### src/rtl/prog_seq.sv
// ---------------------------------------------------------------------------
// prog_seq : instruction sequencer (program memory, PC, bit index) for the
//            bit-serial decoder.                          rev 1.0
// ---------------------------------------------------------------------------
`default_nettype none

module prog_seq #(
  parameter int DEPTH  = 16,
  parameter int ADDR_W = 4,
  parameter int WRAP   = 0
) (
  input  logic              i_clk,
  input  logic              i_rst,
  input  logic              i_run,
  input  logic              i_halt,
  input  logic [ADDR_W-1:0] i_last_addr,
  input  logic              i_load_en,
  input  logic [ADDR_W-1:0] i_load_addr,
  input  logic [2:0]        i_load_data,
  input  logic              i_pcincr,
  output logic [2:0]        o_instr,
  output logic [2:0]        o_data_count,
  output logic [ADDR_W-1:0] o_pc,
  output logic              o_running,
  output logic              o_done,
  output logic              o_load_err
);

  localparam logic [1:0] S_IDLE = 2'd0;
  localparam logic [1:0] S_RUN  = 2'd1;
  localparam logic [1:0] S_HALT = 2'd2;

  localparam bit c_wrap = (WRAP != 0);

  logic [1:0]        r_state;
  logic [ADDR_W-1:0] r_pc;
  logic [ADDR_W-1:0] r_last;
  logic [2:0]        r_bit_cnt;
  logic              r_done;
  logic              r_load_err;
  logic [2:0]        r_mem [DEPTH];

  logic              w_running;
  logic              w_at_last;
  logic              w_eop;
  logic              w_write;
  logic [ADDR_W-1:0] w_pc_adv;

  assign w_running = (r_state == S_RUN);
  assign w_at_last = (r_pc == r_last);
  assign w_eop     = w_running && i_pcincr && w_at_last && !c_wrap;
  assign w_write   = !i_rst && !w_running && i_load_en;

  always_comb begin
    w_pc_adv = r_pc + 1'b1;
    if (w_at_last) begin
      w_pc_adv = c_wrap ? '0 : r_pc;
    end
  end

  // Program memory is intentionally left out of reset so a program survives it.
  always_ff @(posedge i_clk) begin
    if (w_write) begin
      r_mem[i_load_addr] <= i_load_data;
    end
  end

  always_ff @(posedge i_clk) begin
    if (i_rst) begin
      r_state    <= S_IDLE;
      r_pc       <= '0;
      r_last     <= '0;
      r_bit_cnt  <= 3'd0;
      r_done     <= 1'b0;
      r_load_err <= 1'b0;
    end else begin
      r_load_err <= w_running && i_load_en;
      case (r_state)
        S_RUN: begin
          if (i_pcincr) begin
            r_pc <= w_pc_adv;
          end
          r_bit_cnt <= (i_pcincr || i_halt) ? 3'd0 : r_bit_cnt + 3'd1;
          // End of program dominates a simultaneous halt for the done flag.
          if (i_halt || w_eop) begin
            r_state <= S_HALT;
            r_done  <= w_eop;
          end
        end
        default: begin
          r_bit_cnt <= 3'd0;
          if (i_run) begin
            r_state <= S_RUN;
            r_pc    <= '0;
            r_last  <= i_last_addr;
            r_done  <= 1'b0;
          end
        end
      endcase
    end
  end

  assign o_instr      = w_running ? r_mem[r_pc] : 3'b000;
  assign o_data_count = r_bit_cnt;
  assign o_pc         = r_pc;
  assign o_running    = w_running;
  assign o_done       = (r_state == S_HALT) && r_done;
  assign o_load_err   = r_load_err;

endmodule

`default_nettype wire

### config.mk
export PLATFORM = sky130hd
export DESIGN_NAME = prog_seq
export DESIGN_NICKNAME = d
export VERILOG_FILES = /design/src/rtl/prog_seq.sv
export SDC_FILE = /design/constraint.sdc
export NUM_CORES = 1
export LEC_CHECK = 0
export CORE_AREA = 10 10 80 82
export CTS_BUF_LIST = sky130_fd_sc_hd__clkbuf_4
export DETAILED_ROUTE_END_ITERATION = 16
export DIE_AREA = 0 0 90 92
export PLACE_DENSITY = 0.81
export SLEW_MARGIN = 20
export SYNTH_ARGS = -nofsm -noshare
export SYNTH_HDL_FRONTEND = slang
export SYNTH_SLANG_ARGS = --single-unit
### constraint.sdc
create_clock -name i_clk -period 3.5 [get_ports i_clk]
set_input_delay 0.7 -clock i_clk [delete_from_list [all_inputs] [get_ports i_clk]]
set_output_delay 0.7 -clock i_clk [all_outputs]
set_load 0.01 [all_outputs]
==> impl_metrics.env, run 1 <==
export IMPL_cts_buffers=9
export IMPL_slowest_stage="dfxtp_1"
export IMPL_antenna_cells=0
export IMPL_antenna_found_initial=0
export IMPL_max_slew_worst_pin_slew_ns=0.7184
export IMPL_power_switching_uw=316.2
export IMPL_period_share_pct=89.74
export IMPL_drt_iter0_drc=127
export IMPL_num_vias=1727
export IMPL_drive_gt1_share_pct=12.45
export IMPL_maxSlewHeadroom_pct=52.04
export IMPL_synthTopCellsByArea="edfxtp_1, dfxtp_1, mux4_2"
export IMPL_ant_nets=0
export IMPL_final_util_pct=66.86
export IMPL_final_hold_violation_count=0
export IMPL_post_cts_resized=0
export IMPL_grt_usage_pct=13.97
export IMPL_cts_sinks=67
export IMPL_period_needed_ns=3.141
export IMPL_powerDensity_nw_per_um2=448.3
export IMPL_netlist_area_leader_share_pct=51.78
export IMPL_grt_max_degree=17
export IMPL_timing_rr_end="r_mem[3][2]"
export IMPL_die_x_um=90
export IMPL_p_int_uw=1156
export IMPL_synth_seq_cells=67
export IMPL_r2r_worst_path_cells=5
export IMPL_finalInstanceArea_um2=3284
export IMPL_dieArea_um2=8280
export IMPL_syn_to_final_growth_pct=17.98
export IMPL_initial_core_util_pct=56.67
export IMPL_pwr_share_comb_pct=7.0
export IMPL_layout_nets=255
export IMPL_reg2reg_slack_ns=1.54
export IMPL_first_pass_iters=4
export IMPL_io_pins=30
export IMPL_synth_top_cell_by_area="edfxtp_1"
export IMPL_htreeDepth=3
export IMPL_grt_overflow_total=0
export IMPL_crit_path_end_kind="primary output"
export IMPL_ys_types=38
export IMPL_critPathMaxStageDelay_ns=0.56
export IMPL_cp_max_fo=10
export IMPL_tns_ns=0
export IMPL_grt_pass1_wl_mm=8.887
export IMPL_cts_tree="built"
export IMPL_crit_required_ns=2.80
export IMPL_max_vdd_ir_drop_mv=0.2884
export IMPL_post_cts_setup_buffers=0
export IMPL_vias_per_cell=5.553
export IMPL_core_um2=4912
export IMPL_synth_warnings=0
export IMPL_syn_area_um2=2784
export IMPL_cpMostUsedCell="a31oi_1"
export IMPL_portBuffers=29
export IMPL_synth_fp_nets=219
export IMPL_finClkSkew_ns=0.01418
export IMPL_r2r_start="r_state[1]"
export IMPL_hold_slack_ns=0.4603
export IMPL_maxSlewViolCount=0
export IMPL_routed_wl_mm=5.501
export IMPL_hold_class="reg2reg"
export IMPL_hold_end="o_data_count[0]"
export IMPL_clockBufferDepth=2
export IMPL_status="finished clean"
export IMPL_clkPwrFrac_pct=34.0
export IMPL_syn_inst=200
export IMPL_drc_errors=0
export IMPL_worst_setup_path_start_kind="register"
export IMPL_synth_edff_count=48
export IMPL_power_leakage_uw=0.001080
export IMPL_worstPathCellList="mux4_2 > nor3b_2 > a31oi_1 > a31oi_1 > clkdlybuf4s50_1"
export IMPL_rsz0062_at_grt="no"
export IMPL_min_from="o_data_count[0]"
export IMPL_die_y_um=92
export IMPL_power_frac_seq_pct=58.9
export IMPL_switching_share_pct=21.48
export IMPL_postCtsHoldBufs=0
export IMPL_syn_area_per_cell_um2=13.92
export IMPL_place_congestion=0.7903
export IMPL_dp_hpwl_mm=4.062
export IMPL_synth_main_ff_cell="edfxtp_1"
export IMPL_p_total_uw=1472
export IMPL_clock_latency_ns=0.39
export IMPL_async_flop_share_pct=0
export IMPL_grt_pass1_vias=1766
export IMPL_arrival_ns=2.44
export IMPL_clkSlewWorstSetupHoldPaths_ns=0.10
export IMPL_place_area_um2=3147
export IMPL_clock_fmax_ghz=0.3184
export IMPL_ys_seq_area_share_pct=65.44
export IMPL_rows=26
export IMPL_hold_depth=1
export IMPL_drv_cap=0
export IMPL_cts_root_buf="clkbuf_4"
export IMPL_crit_type="reg2out"
export IMPL_setup_viol=0
export IMPL_post_drt_wl_per_cell_um=17.69
[synth_stat cells, types with 2 or more instances]
| cell | count |
|---|---|
| nand4_1 | 3 |
| mux2i_1 | 10 |
| a22oi_1 | 4 |
| nor2_1 | 20 |
| xnor2_1 | 5 |
| buf_2 | 3 |
| a21oi_1 | 11 |
| nor3_1 | 4 |
| ha_1 | 2 |
| mux4_2 | 5 |
| edfxtp_1 | 48 |
| nand3b_1 | 7 |
| a31oi_1 | 2 |
| nand2_1 | 15 |
| nand2b_1 | 5 |
| clkbuf_1 | 3 |
| nand3_1 | 9 |
| dfxtp_1 | 19 |
| mux4_1 | 3 |
| inv_1 | 3 |
| o21ai_0 | 2 |
[critical path: cells and delay by family, from the launching register on]
kind            cells  cell delay [ns]
simple gates        1             0.16
buf+inv             1             0.49
flops               1             0.56
mux                 1             0.54
compound gates      2             0.29
[stage by stage]
stage / instances / setup WS [ns]
floorplan: 200 / 1.463
global placement: 295 / 0.8489
detailed placement: 295 / 0.7567
CTS: 311 / 0.3071
global route: 311 / 0.1884
finish: 311 / 0.3590
[routing by layer]
metal	global-route usage [%]	part of all wire, %	wire, um	up-vias
li1	-	-	-	832
met1	16.92	44	2410	843
met2	22.34	49	2712	46
met3	4.319	5.5	304	6
met4	6.764	1.3	74	0
met5	0	0	0	-
[power groups by stage]
stage | sequential [uW] | combinational, uW | clock [uW]
final | 868 | 104 | 501
after global routing | 870 | 114 | 549
after CTS | 868 | 105 | 513
after detailed placement | 886 | 104 | 0
after global placement | 885 | 101 | 0
after floorplan | 884 | 53.1 | 0
[state kept, by name, indices dropped and copies added, names as in the netlist, named ones only]
register	count
o_data_count	3
o_load_err	1
o_pc	4
r_done	1
r_last	4
r_mem	48
r_state	2
[placed cells by master, fill, tap and decap left out, types with 2 or more instances in the layout]
cell	count
ha_1	2
xnor2_1	5
mux4_1	3
clkbuf_4	13
clkinv_2	2
clkdlybuf4s50_1	29
edfxtp_1	48
inv_1	3
o21ai_0	2
buf_4	3
nand3_1	9
mux2i_1	10
nand2b_1	5
nand4_1	3
nor3_1	4
nor2_1	20
nand2_1	15
mux4_2	5
a31oi_1	2
a22oi_1	4
nand3b_1	7
a21oi_1	11
dfxtp_1	19
[cells by family (layout without fill, tap and decap cells)]
kind of cell	Yosys count	after routing	share of synthesized area, %
simple gates	75	75	14.56
flops	67	67	65.44
xor+xnor	5	5	1.573
buf+inv	11	52	1.887
fa+ha+maj	2	2	0.8987
mux	18	18	10.47
compound gates	22	22	5.169
[layout make-up]
| class | instances | area (um2) |
|---|---|---|
| fill | 352 | 1628 |
| clock buffer | 13 | 97.59 |
| inverter | 4 | 15.01 |
| timing repair buffer | 32 | 312.8 |
| sequential | 67 | 1822 |
| multi-input combinational | 122 | 909.6 |
| tap | 70 | 87.58 |
| clock inverter | 3 | 40.04 |
[worst max-delay path by stage]
stage	depth (start not counted)	from	endpoint	slack [ns]
after floorplan	4	register	o_instr[2]	1.46
after global placement	5	register	o_instr[1]	0.85
after detailed placement	5	register	o_instr[1]	0.76
after CTS	5	register	o_instr[1]	0.31
after global routing	5	register	o_instr[2]	0.19
final	5	register	o_instr[1]	0.36
No activity file was read; power rests on OpenSTA's default activity.
==> run 2: changes to the inputs <==
- ABC_AREA: not set -> 0
- CORE_AREA: 10 10 80 82 -> 10 10 90 92
- DIE_AREA: 0 0 90 92 -> 0 0 100 102
- PLACE_DENSITY: 0.81 -> not set
==> run 2 against run 1 <==
  * Power rose by 8.4%
  * Largest power group unchanged
  * Clock power rose by 24%
  * Critical endpoint unchanged
  * Sequential share of layout area down 0.75 points
  * Combinational power hardly changed
  * Sequential power is essentially flat
==> impl_metrics.env, run 2 (synthesis results as in run 1) <==
export IMPL_hold_class="reg2reg"
export IMPL_die_x_um=100
export IMPL_grt_pass1_wl_mm=9.128
export IMPL_largest_reg_flops=48
export IMPL_cts_buffers=9
export IMPL_finClkSkew_ns=0.01120
export IMPL_cts_tree="built"
export IMPL_drc_errors=0
export IMPL_antenna_found_initial=0
export IMPL_critical_path_buf_inv_count=2
export IMPL_final_hold_violation_count=0
export IMPL_grt_usage_pct=11.71
export IMPL_clkSlewWorstSetupHoldPaths_ns=0.11
export IMPL_crit_path_end_kind="primary output"
export IMPL_postCtsHoldBufs=0
export IMPL_r2r_worst_path_cells=5
export IMPL_post_cts_setup_buffers=0
export IMPL_crit_cells=5
export IMPL_crit_family="buffers and inverters"
export IMPL_dp_cells=302
export IMPL_routed_wl_mm=5.782
export IMPL_grt_overflow_total=0
export IMPL_first_pass_iters=4
export IMPL_crit_required_ns=2.80
export IMPL_layout_nets=255
export IMPL_fill_cells=542
export IMPL_seqCellArea_um2=1822
export IMPL_clock_fmax_ghz=0.3170
export IMPL_rows=29
export IMPL_final_common_cell="edfxtp_1"
export IMPL_rsz0062_at_grt="no"
export IMPL_r2r_start="r_state[1]"
export IMPL_cts_sinks=67
export IMPL_slowest_stage="mux4_1"
export IMPL_syn_to_final_growth_pct=19.60
export IMPL_drt_iter0_drc=101
export IMPL_dp_slack_ns=0.7469
export IMPL_post_drt_wl_per_cell_um=18.18
export IMPL_worst_setup_path_start_kind="register"
export IMPL_status="finished clean"
export IMPL_multi_input_area_um2=909.6
export IMPL_p_total_uw=1596
export IMPL_cp_max_fo=9
export IMPL_fin_ws_ns=0.3451
export IMPL_initial_core_util_pct=44.35
export IMPL_grt_pass1_vias=1741
export IMPL_timing_rr_end="r_mem[2][2]"
export IMPL_dieArea_um2=10200
export IMPL_powerDensity_nw_per_um2=479.3
export IMPL_cts_root_buf="clkbuf_4"
export IMPL_period_share_pct=90.14
export IMPL_hold_slack_ns=0.4587
export IMPL_max_vdd_ir_drop_mv=0.2903
export IMPL_vias_per_cell=5.469
export IMPL_place_congestion=0.8153
export IMPL_num_vias=1739
export IMPL_crit_type="reg2out"
export IMPL_dp_hpwl_mm=4.109
export IMPL_period_needed_ns=3.155
export IMPL_clockBufferDepth=2
export IMPL_portBuffers=29
export IMPL_antenna_cells=0
export IMPL_grt_max_degree=17
export IMPL_drive_gt1_share_pct=12.03
export IMPL_die_y_um=102
export IMPL_layout_common_cells="edfxtp_1, clkdlybuf4s50_1, nor2_1"
export IMPL_arrival_ns=2.45
export IMPL_post_cts_resized=0
export IMPL_drv_cap=0
export IMPL_setup_viol=0
export IMPL_max_slew_worst_pin_slew_ns=0.6001
export IMPL_tns_ns=0
export IMPL_fin_cells=318
export IMPL_critPathMaxStageDelay_ns=0.56
export IMPL_core_um2=6277
export IMPL_maxSlewHeadroom_pct=59.87
export IMPL_clock_latency_ns=0.41
export IMPL_hold_end="o_data_count[0]"
export IMPL_min_from="o_data_count[0]"
export IMPL_reg2reg_slack_ns=1.49
export IMPL_io_pins=30
export IMPL_maxSlewViolCount=0
export IMPL_ant_nets=0
export IMPL_top_register="r_mem"
export IMPL_worstPathCellList="buf_4 > mux4_1 > a31oi_1 > a31oi_1 > clkdlybuf4s50_1"
export IMPL_power_leakage_uw=0.001096
export IMPL_cpMostUsedCell="a31oi_1"
export IMPL_htreeDepth=3
export IMPL_hold_depth=1
[run 2: worst max path at each step]
| stage | to | slack [ns] | start |
|---|---|---|---|
| 2_1_floorplan | o_instr[2] | 1.46 | register |
| 3_3_place_gp | o_instr[1] | 0.79 | register |
| 3_5_place_dp | o_instr[1] | 0.75 | register |
| 4_1_cts | o_instr[1] | 0.29 | register |
| 5_1_grt | o_instr[1] | 0.17 | register |
| 6_report | o_instr[1] | 0.35 | register |
[run 2: power by group]
group | leakage, uW | switching, uW | internal (uW)
combinational | 0.000412 | 57.2 | 48.3
sequential | 0.000586 | 8.37 | 859
clock | 0.0000978 | 268 | 355
[run 2: layout make-up]
class / count / share of cell area (%)
multi-input cells: 122 / 27.32
inverters: 4 / 0.4510
flip-flops and latches: 67 / 54.72
clock buffers: 9 / 2.029
well taps: 77 / 2.894
clock inverters: 7 / 3.194
repair buffers: 32 / 9.395
[run 2: per-layer routing]
metal / track usage (%) / up-vias / part of all wire (%)
met3: 2.901 / 8 / 3.9
met5: 0 / - / 0
met1: 14.79 / 857 / 47
li1: - / 833 / -
met2: 18.22 / 41 / 47
met4: 6.196 / 0 / 2.0
[run 2: through the flow]
step	cell area, um2	utilization [%]
after global placement	3156	50.27
after floorplan	2784	-
after detailed placement	3156	50.27
final	3329	53.04
after CTS	3329	53.04
after global routing	3329	53.04
[run 2: worst reg2reg max path: stages (launching register included)]
cell and delay, ns:
dfxtp_1 0.40, nand2b_4 0.25, inv_2 0.12, nor2_1 0.19, nand3b_1 0.22, nor3_1 0.47
==> run 3: changes to the inputs <==
- clock period: 3.5 -> 3.3 ns (I/O delays scaled with it)
==> run 3 against run 2 <==
  * Highest routed layer unchanged
  * Sequential share of layout area up 1.1 points
  * Largest power group unchanged
  * Setup slack worse by 0.11 ns
  * Flip-flop and latch count unchanged
  * Global-route usage down 0.24 points
  * First-iteration DRC count down 9.9%
  * Clock power down 30%
  * Utilization down 1.1 points
  * Non-clock buffer count unchanged
  * Clock-buffer cell count up 3
  * Register-to-register slack worse by 0.18 ns
  * Cell count unchanged
  * Largest cell class unchanged
  * Routed wire length down 2.2%
==> impl_metrics.env, run 3 (synthesis results as in run 1) <==
export IMPL_ant_nets=0
export IMPL_layout_nets=255
export IMPL_min_from="o_data_count[0]"
export IMPL_drive_gt1_share_pct=11.62
export IMPL_maxSlewHeadroom_pct=57.52
export IMPL_fill_cells=554
export IMPL_portBuffers=29
export IMPL_clockBufferDepth=2
export IMPL_rows=29
export IMPL_final_common_cell="edfxtp_1"
export IMPL_vias_per_cell=5.409
export IMPL_hold_slack_ns=0.4587
export IMPL_drc_errors=0
export IMPL_crit_type="reg2out"
export IMPL_core_um2=6277
export IMPL_cts_sinks=67
export IMPL_cts_root_buf="clkbuf_4"
export IMPL_postCtsHoldBufs=0
export IMPL_top_register="r_mem"
export IMPL_grt_pass1_vias=1691
export IMPL_largest_reg_flops=48
export IMPL_max_slew_worst_pin_slew_ns=0.6353
export IMPL_post_drt_wl_per_cell_um=17.78
export IMPL_cp_max_fo=7
export IMPL_layout_common_cells="edfxtp_1, clkdlybuf4s50_1, nor2_1"
export IMPL_first_pass_iters=5
export IMPL_crit_required_ns=2.64
export IMPL_dieArea_um2=10200
export IMPL_grt_max_degree=17
export IMPL_num_vias=1720
export IMPL_worst_setup_path_start_kind="register"
export IMPL_place_area_um2=3156
export IMPL_setup_viol=0
export IMPL_crit_path_end_kind="primary output"
export IMPL_arrival_ns=2.41
export IMPL_powerDensity_nw_per_um2=450.3
export IMPL_initial_core_util_pct=44.35
export IMPL_period_share_pct=92.88
export IMPL_period_needed_ns=3.065
export IMPL_cts_tree="built"
export IMPL_io_pins=30
export IMPL_final_hold_violation_count=0
export IMPL_rsz0062_at_grt="no"
export IMPL_drt_iter0_drc=91
export IMPL_antenna_cells=0
export IMPL_status="finished clean"
export IMPL_drv_cap=0
export IMPL_power_leakage_uw=0.001064
export IMPL_htreeDepth=3
export IMPL_antenna_found_initial=0
export IMPL_grt_overflow_total=0
export IMPL_finClkSkew_ns=0.01273
export IMPL_die_x_um=100
export IMPL_tns_ns=0
export IMPL_clock_fmax_ghz=0.3263
export IMPL_routed_wl_mm=5.655
export IMPL_clkSlewWorstSetupHoldPaths_ns=0.10
export IMPL_maxSlewViolCount=0
export IMPL_post_cts_resized=0
export IMPL_die_y_um=102
export IMPL_syn_to_final_growth_pct=17.21
export IMPL_p_total_uw=1469
export IMPL_final_util_pct=51.98
export IMPL_post_cts_setup_buffers=0
export IMPL_r2r_start="r_state[1]"
export IMPL_grt_usage_pct=11.47
export IMPL_finalInstanceArea_um2=3263
export IMPL_grt_pass1_wl_mm=8.942
export IMPL_max_vdd_ir_drop_mv=0.2861
export IMPL_place_congestion=0.7522
export IMPL_clock_latency_ns=0.39
export IMPL_dp_hpwl_mm=4.082
export IMPL_hold_class="reg2reg"
export IMPL_cts_buffers=9
## run 3: report_power, final
part / switching [uW] / internal, uW / total [uW]
clock network: 263 / 174 / 437
registers: 9.31 / 911 / 920
logic: 60.5 / 51.2 / 112
total: 333 / 1140 / 1470
## run 3: final cells by class
type | instances | area (um2) | area share [%]
clock buffers | 12 | 90.09 | 2.761
repair buffers | 32 | 312.8 | 9.586
multi-input cells | 122 | 909.6 | 27.88
well taps | 77 | 96.34 | 2.952
clock inverters | 4 | 17.52 | 0.5368
flip-flops and latches | 67 | 1822 | 55.83
inverters | 4 | 15.01 | 0.4601
## run 3: through the flow
step           setup WS, ns  cells
2_1_floorplan         1.303    200
4_1_cts              0.1958    318
5_1_grt             0.02880    318
3_5_place_dp         0.6437    302
6_report             0.2349    318
3_3_place_gp         0.6339    302
## run 3: worst paths after layout
kind                                        end  slack, ns  depth (start not counted)
worst max register to register      r_mem[1][1]       1.31                          5
worst max-delay path                 o_instr[1]       0.23                          5
worst min register to register  o_data_count[0]       0.46                          1
worst min-delay path            o_data_count[0]       0.46                          1
## run 3: per-layer routing
layer	track usage [%]	vias to the layer above	part of all wire, %
met1	15.83	848	51
met4	5.217	0	1.3
met5	0	-	0
li1	-	829	-
met2	16.23	38	44
met3	3.374	5	3.8
## run 3: worst max-delay path, cell delays in order (launching register included)
cell             delay (ns)
dfxtp_1                0.55
mux4_2                 0.54
nor3b_2                0.16
a31oi_1                0.16
a31oi_1                0.12
clkdlybuf4s50_1        0.49
==> variant 1 (config.mk and constraints of run 2) <==
Put a register stage on the outputs `o_instr`, `o_running` and `o_done`, without a reset. The values now appear one clock later. The other outputs are not delayed to match.
--- a/src/rtl/prog_seq.sv
+++ b/src/rtl/prog_seq.sv
@@ -101,9 +101,11 @@
   end
 
-  assign o_instr      = w_running ? r_mem[r_pc] : 3'b000;
   assign o_data_count = r_bit_cnt;
   assign o_pc         = r_pc;
-  assign o_running    = w_running;
-  assign o_done       = (r_state == S_HALT) && r_done;
+  always_ff @(posedge i_clk) begin
+    o_instr   <= w_running ? r_mem[r_pc] : 3'b000;
+    o_running <= w_running;
+    o_done    <= (r_state == S_HALT) && r_done;
+  end
   assign o_load_err   = r_load_err;
 
Behaviour: not the same (Yosys sat finds a counterexample within 4 cycles, from zero or initial values and one cycle with i_rst high).
==> variant 1 against run 2 <==
  * Non-clock buffer count shrank 1
  * Combinational power grew 4%
  * Register-to-register slack lost 60 ps
  * Sequential cell count grew 1
  * Cell area shrank 2.3%
  * Wire length shrank 5.3%
  * First-iteration DRC count shrank 16%
  * Setup slack gained 570 ps
  * Synthesized area grew 0.54%
  * Total power shrank 13%
  * Critical endpoint is now o_pc[2]
==> variant 1: results (changes against run 2) <==
- Non-clk bufs: 31 (-3.1%)
- Met1 Use GR: 14.3% (-0.46 points)
- Arrival @ worst endpoint: 1880 ps (-570 ps)
- GR Util All Layers: 11.5% (-0.21 points)
- Min-delay src: r_done
- Maximum VDD drop: 0.000218 V (-25%)
- Placed cells: 296 (-2.0%)
- Crit-path max FO: 16 (+7)
- Clk_skew: 19.4 ps (+8.17 ps)
- Final nets: 249 (-2.4%)
- Post-synthesis net count: 215 (-1.8%)
- Status: completed
- Mux share of post-synthesis cell area: 9.79% (-0.68 points)
- Worst hold slack: 450 ps (-8.75 ps)
- Hold EP: o_done
- Synthesized area per cell: 14.3 um^2 (+2.6%)
- Vias per cell: 5.42 (-0.83%)
- Storage cell area: 1840 um^2 (+1.1%)
- Seq Cell Count: 68 (+1.5%)
- Synth top cells by count: 48 x edfxtp_1, 20 x dfxtp_1, 19 x nor2_1
- Detailed placement HPWL: 4.00 mm (-2.6%)
- Length of routed wiring on met1: 2.45 mm (-10%)
- Final std cells w/o fill: 312 (-1.9%)
- Vias in the first global route: 1722 (-1.1%)
- GRT met2 Usage: 18.3% (+0.10 points)
## variant 1: how the worst max path moves through the flow
stage,start,depth (start not counted),end
global placement,i_rst,5,r_mem[1][1]
finish,o_pc[2],1,o_pc[2]
CTS,o_pc[2],1,o_pc[2]
detailed placement,i_rst,5,r_mem[1][1]
floorplan,i_rst,4,r_mem[2][0]
global route,o_pc[2],1,o_pc[2]
## variant 1: power groups by stage
stage | registers, mW | clock network, mW | logic, mW
after floorplan | 0.901 | 0 | 0.0567
after global placement | 0.901 | 0 | 0.111
after detailed placement | 0.902 | 0 | 0.110
after CTS | 0.883 | 0.419 | 0.111
after global routing | 0.885 | 0.462 | 0.121
final | 0.883 | 0.400 | 0.109
## variant 1: metrics by stage
step	instance area (um^2)	util, %
global route	3250	51.8
detailed placement	3150	50.2
global placement	3150	50.2
floorplan	2800	-
CTS	3250	51.8
finish	3250	51.8
==> variant 2 (settings of run 2) <==
Made on the original files. The parameter `ADDR_W` goes from 4 to 3.
--- a/src/rtl/prog_seq.sv
+++ b/src/rtl/prog_seq.sv
@@ -7,5 +7,5 @@
 module prog_seq #(
   parameter int DEPTH  = 16,
-  parameter int ADDR_W = 4,
+  parameter int ADDR_W = 3,
   parameter int WRAP   = 0
 ) (
Ports: changed (resized i_last_addr, i_load_addr and o_pc); port bits go from 30 to 27. No check against the original RTL was run, so the function may have changed too.
==> variant 2 against run 2 <==
  * Sequential cell count shrank 27
  * Cell area shrank 35%
  * Clock skew decreased by 1.4 ps
  * Wire length down 37%
  * Total power fell by 44%
  * Via count down 31%
  * Synthesized area decreased by 37%
  * Setup slack better by 120 ps
  * Largest cell class unchanged
  * Largest power group unchanged
==> variant 2: results (changes against run 2) <==
- Status: completed
- DR iter-0 viols: 81 (-20%)
- CTS Buf Count: 5 (-4)
- Ranking of synthesized cells by area: edfxtp_1 41%, dfxtp_1 18%, mux2_2 5.1%
- H-tree levels: 2 (-1)
- CP delay by family, top: flip-flops
- Buffers on Ports: 26 (-10%)
- Post-synthesis net count: 155 (-29%)
- Synth top cells by count: 24 x edfxtp_1, 16 x dfxtp_1, 12 x nor2_1
- Skew-Pair Late Insertion Delay: 340 ps (-70 ps)
- Maximum VDD drop: 0.000157 V (-46%)
- Ratio of cells with drive above 1 in the final layout: 14.8% (+2.8 points)
- RePlAce Congestion: 0.767 (-5.9%)
- Detailed placement HPWL: 2.73 mm (-34%)
- Vias per cell: 4.85 (-11%)
- Library cells used by synthesis: 39 (+2.6%)
- Largest net degree at the start of global routing: 19 (+2)
- Worst path max stage delay: 720 ps (+160 ps)
- Placed cells: 238 (-21%)
- Lkg Pwr: 0.697 nW (-36%)
- Seq/Total Area, Yosys: 59.2% (-6.2 points)
- Final nets: 185 (-27%)
- Cells after synthesis: 138 (-31%)
- Clk_skew: 9.82 ps (-1.38 ps)
- First-pass GRT wire length: 5.92 mm (-35%)
- Worst path slowest cell: dfxtp_1
- EDFF count, synth: 24 (-50%)
- Crit-path max FO: 18 (+9)
- GR Util All Layers: 7.38% (-4.3 points)
[variant 2: changes by cell type after synthesis, sizes merged, moves of 4 or more]
cell,change
edfxtp,-24
nand2,-11
mux2,+8
mux4,-8
nor2,-8
mux2i,-6
nand3,-6
a21oi,-5
nand3b,-5
nor2b,+5
a211oi,+4
a22oi,-4
[variant 2: through the flow]
step | setup slack, ps | instance area [um^2]
after floorplan | 1580 | 1760
after global placement | 901 | 2090
after detailed placement | 835 | 2090
after CTS | 461 | 2170
after global routing | 325 | 2170
final | 461 | 2170
[variant 2: kinds of logic after synthesis]
group	synth area share, %
muxes	7.40
buffers and inverters	2.63
adders and majority gates	1.42
and+or+nand+nor	14.8
DFF	59.2
xor gates and xnor gates	3.27
AOI/OAI and AO/OA	11.2
[variant 2: layout make-up]
cell class                 count  area (um^2)
fill                         609         4110
sequential                    40         1040
inverter                       5         18.8
clock buffer                   5         37.5
multi-input combinational     89          671
tap                           77         96.3
timing repair buffer          27          268
clock inverter                 3         37.5
[variant 2: power breakdown]
part / switching (mW) / internal [mW] / total (mW)
Sequential: 0.00812 / 0.508 / 0.516
Combinational: 0.0447 / 0.0417 / 0.0864
Clock: 0.147 / 0.146 / 0.293
Total: 0.200 / 0.695 / 0.895
[variant 2: layer usage]
layer  vias to the layer above  wire (um)  GRT usage [%]
met5                         -          0              0
met4                         0         48           3.91
met1                       576       1640           8.91
met2                        31       1820           11.9
li1                        584          -              -
met3                         2        159           1.89
[variant 2: worst paths after layout]
path                            cells after the start            start               to  slack (ps)
worst max-delay path                                3         register       o_instr[2]         460
worst min register to register                      1  o_data_count[0]  o_data_count[0]         460
worst max register to register                      4       r_state[1]      r_mem[2][2]        1690
worst min-delay path                                1  o_data_count[0]  o_data_count[0]         460
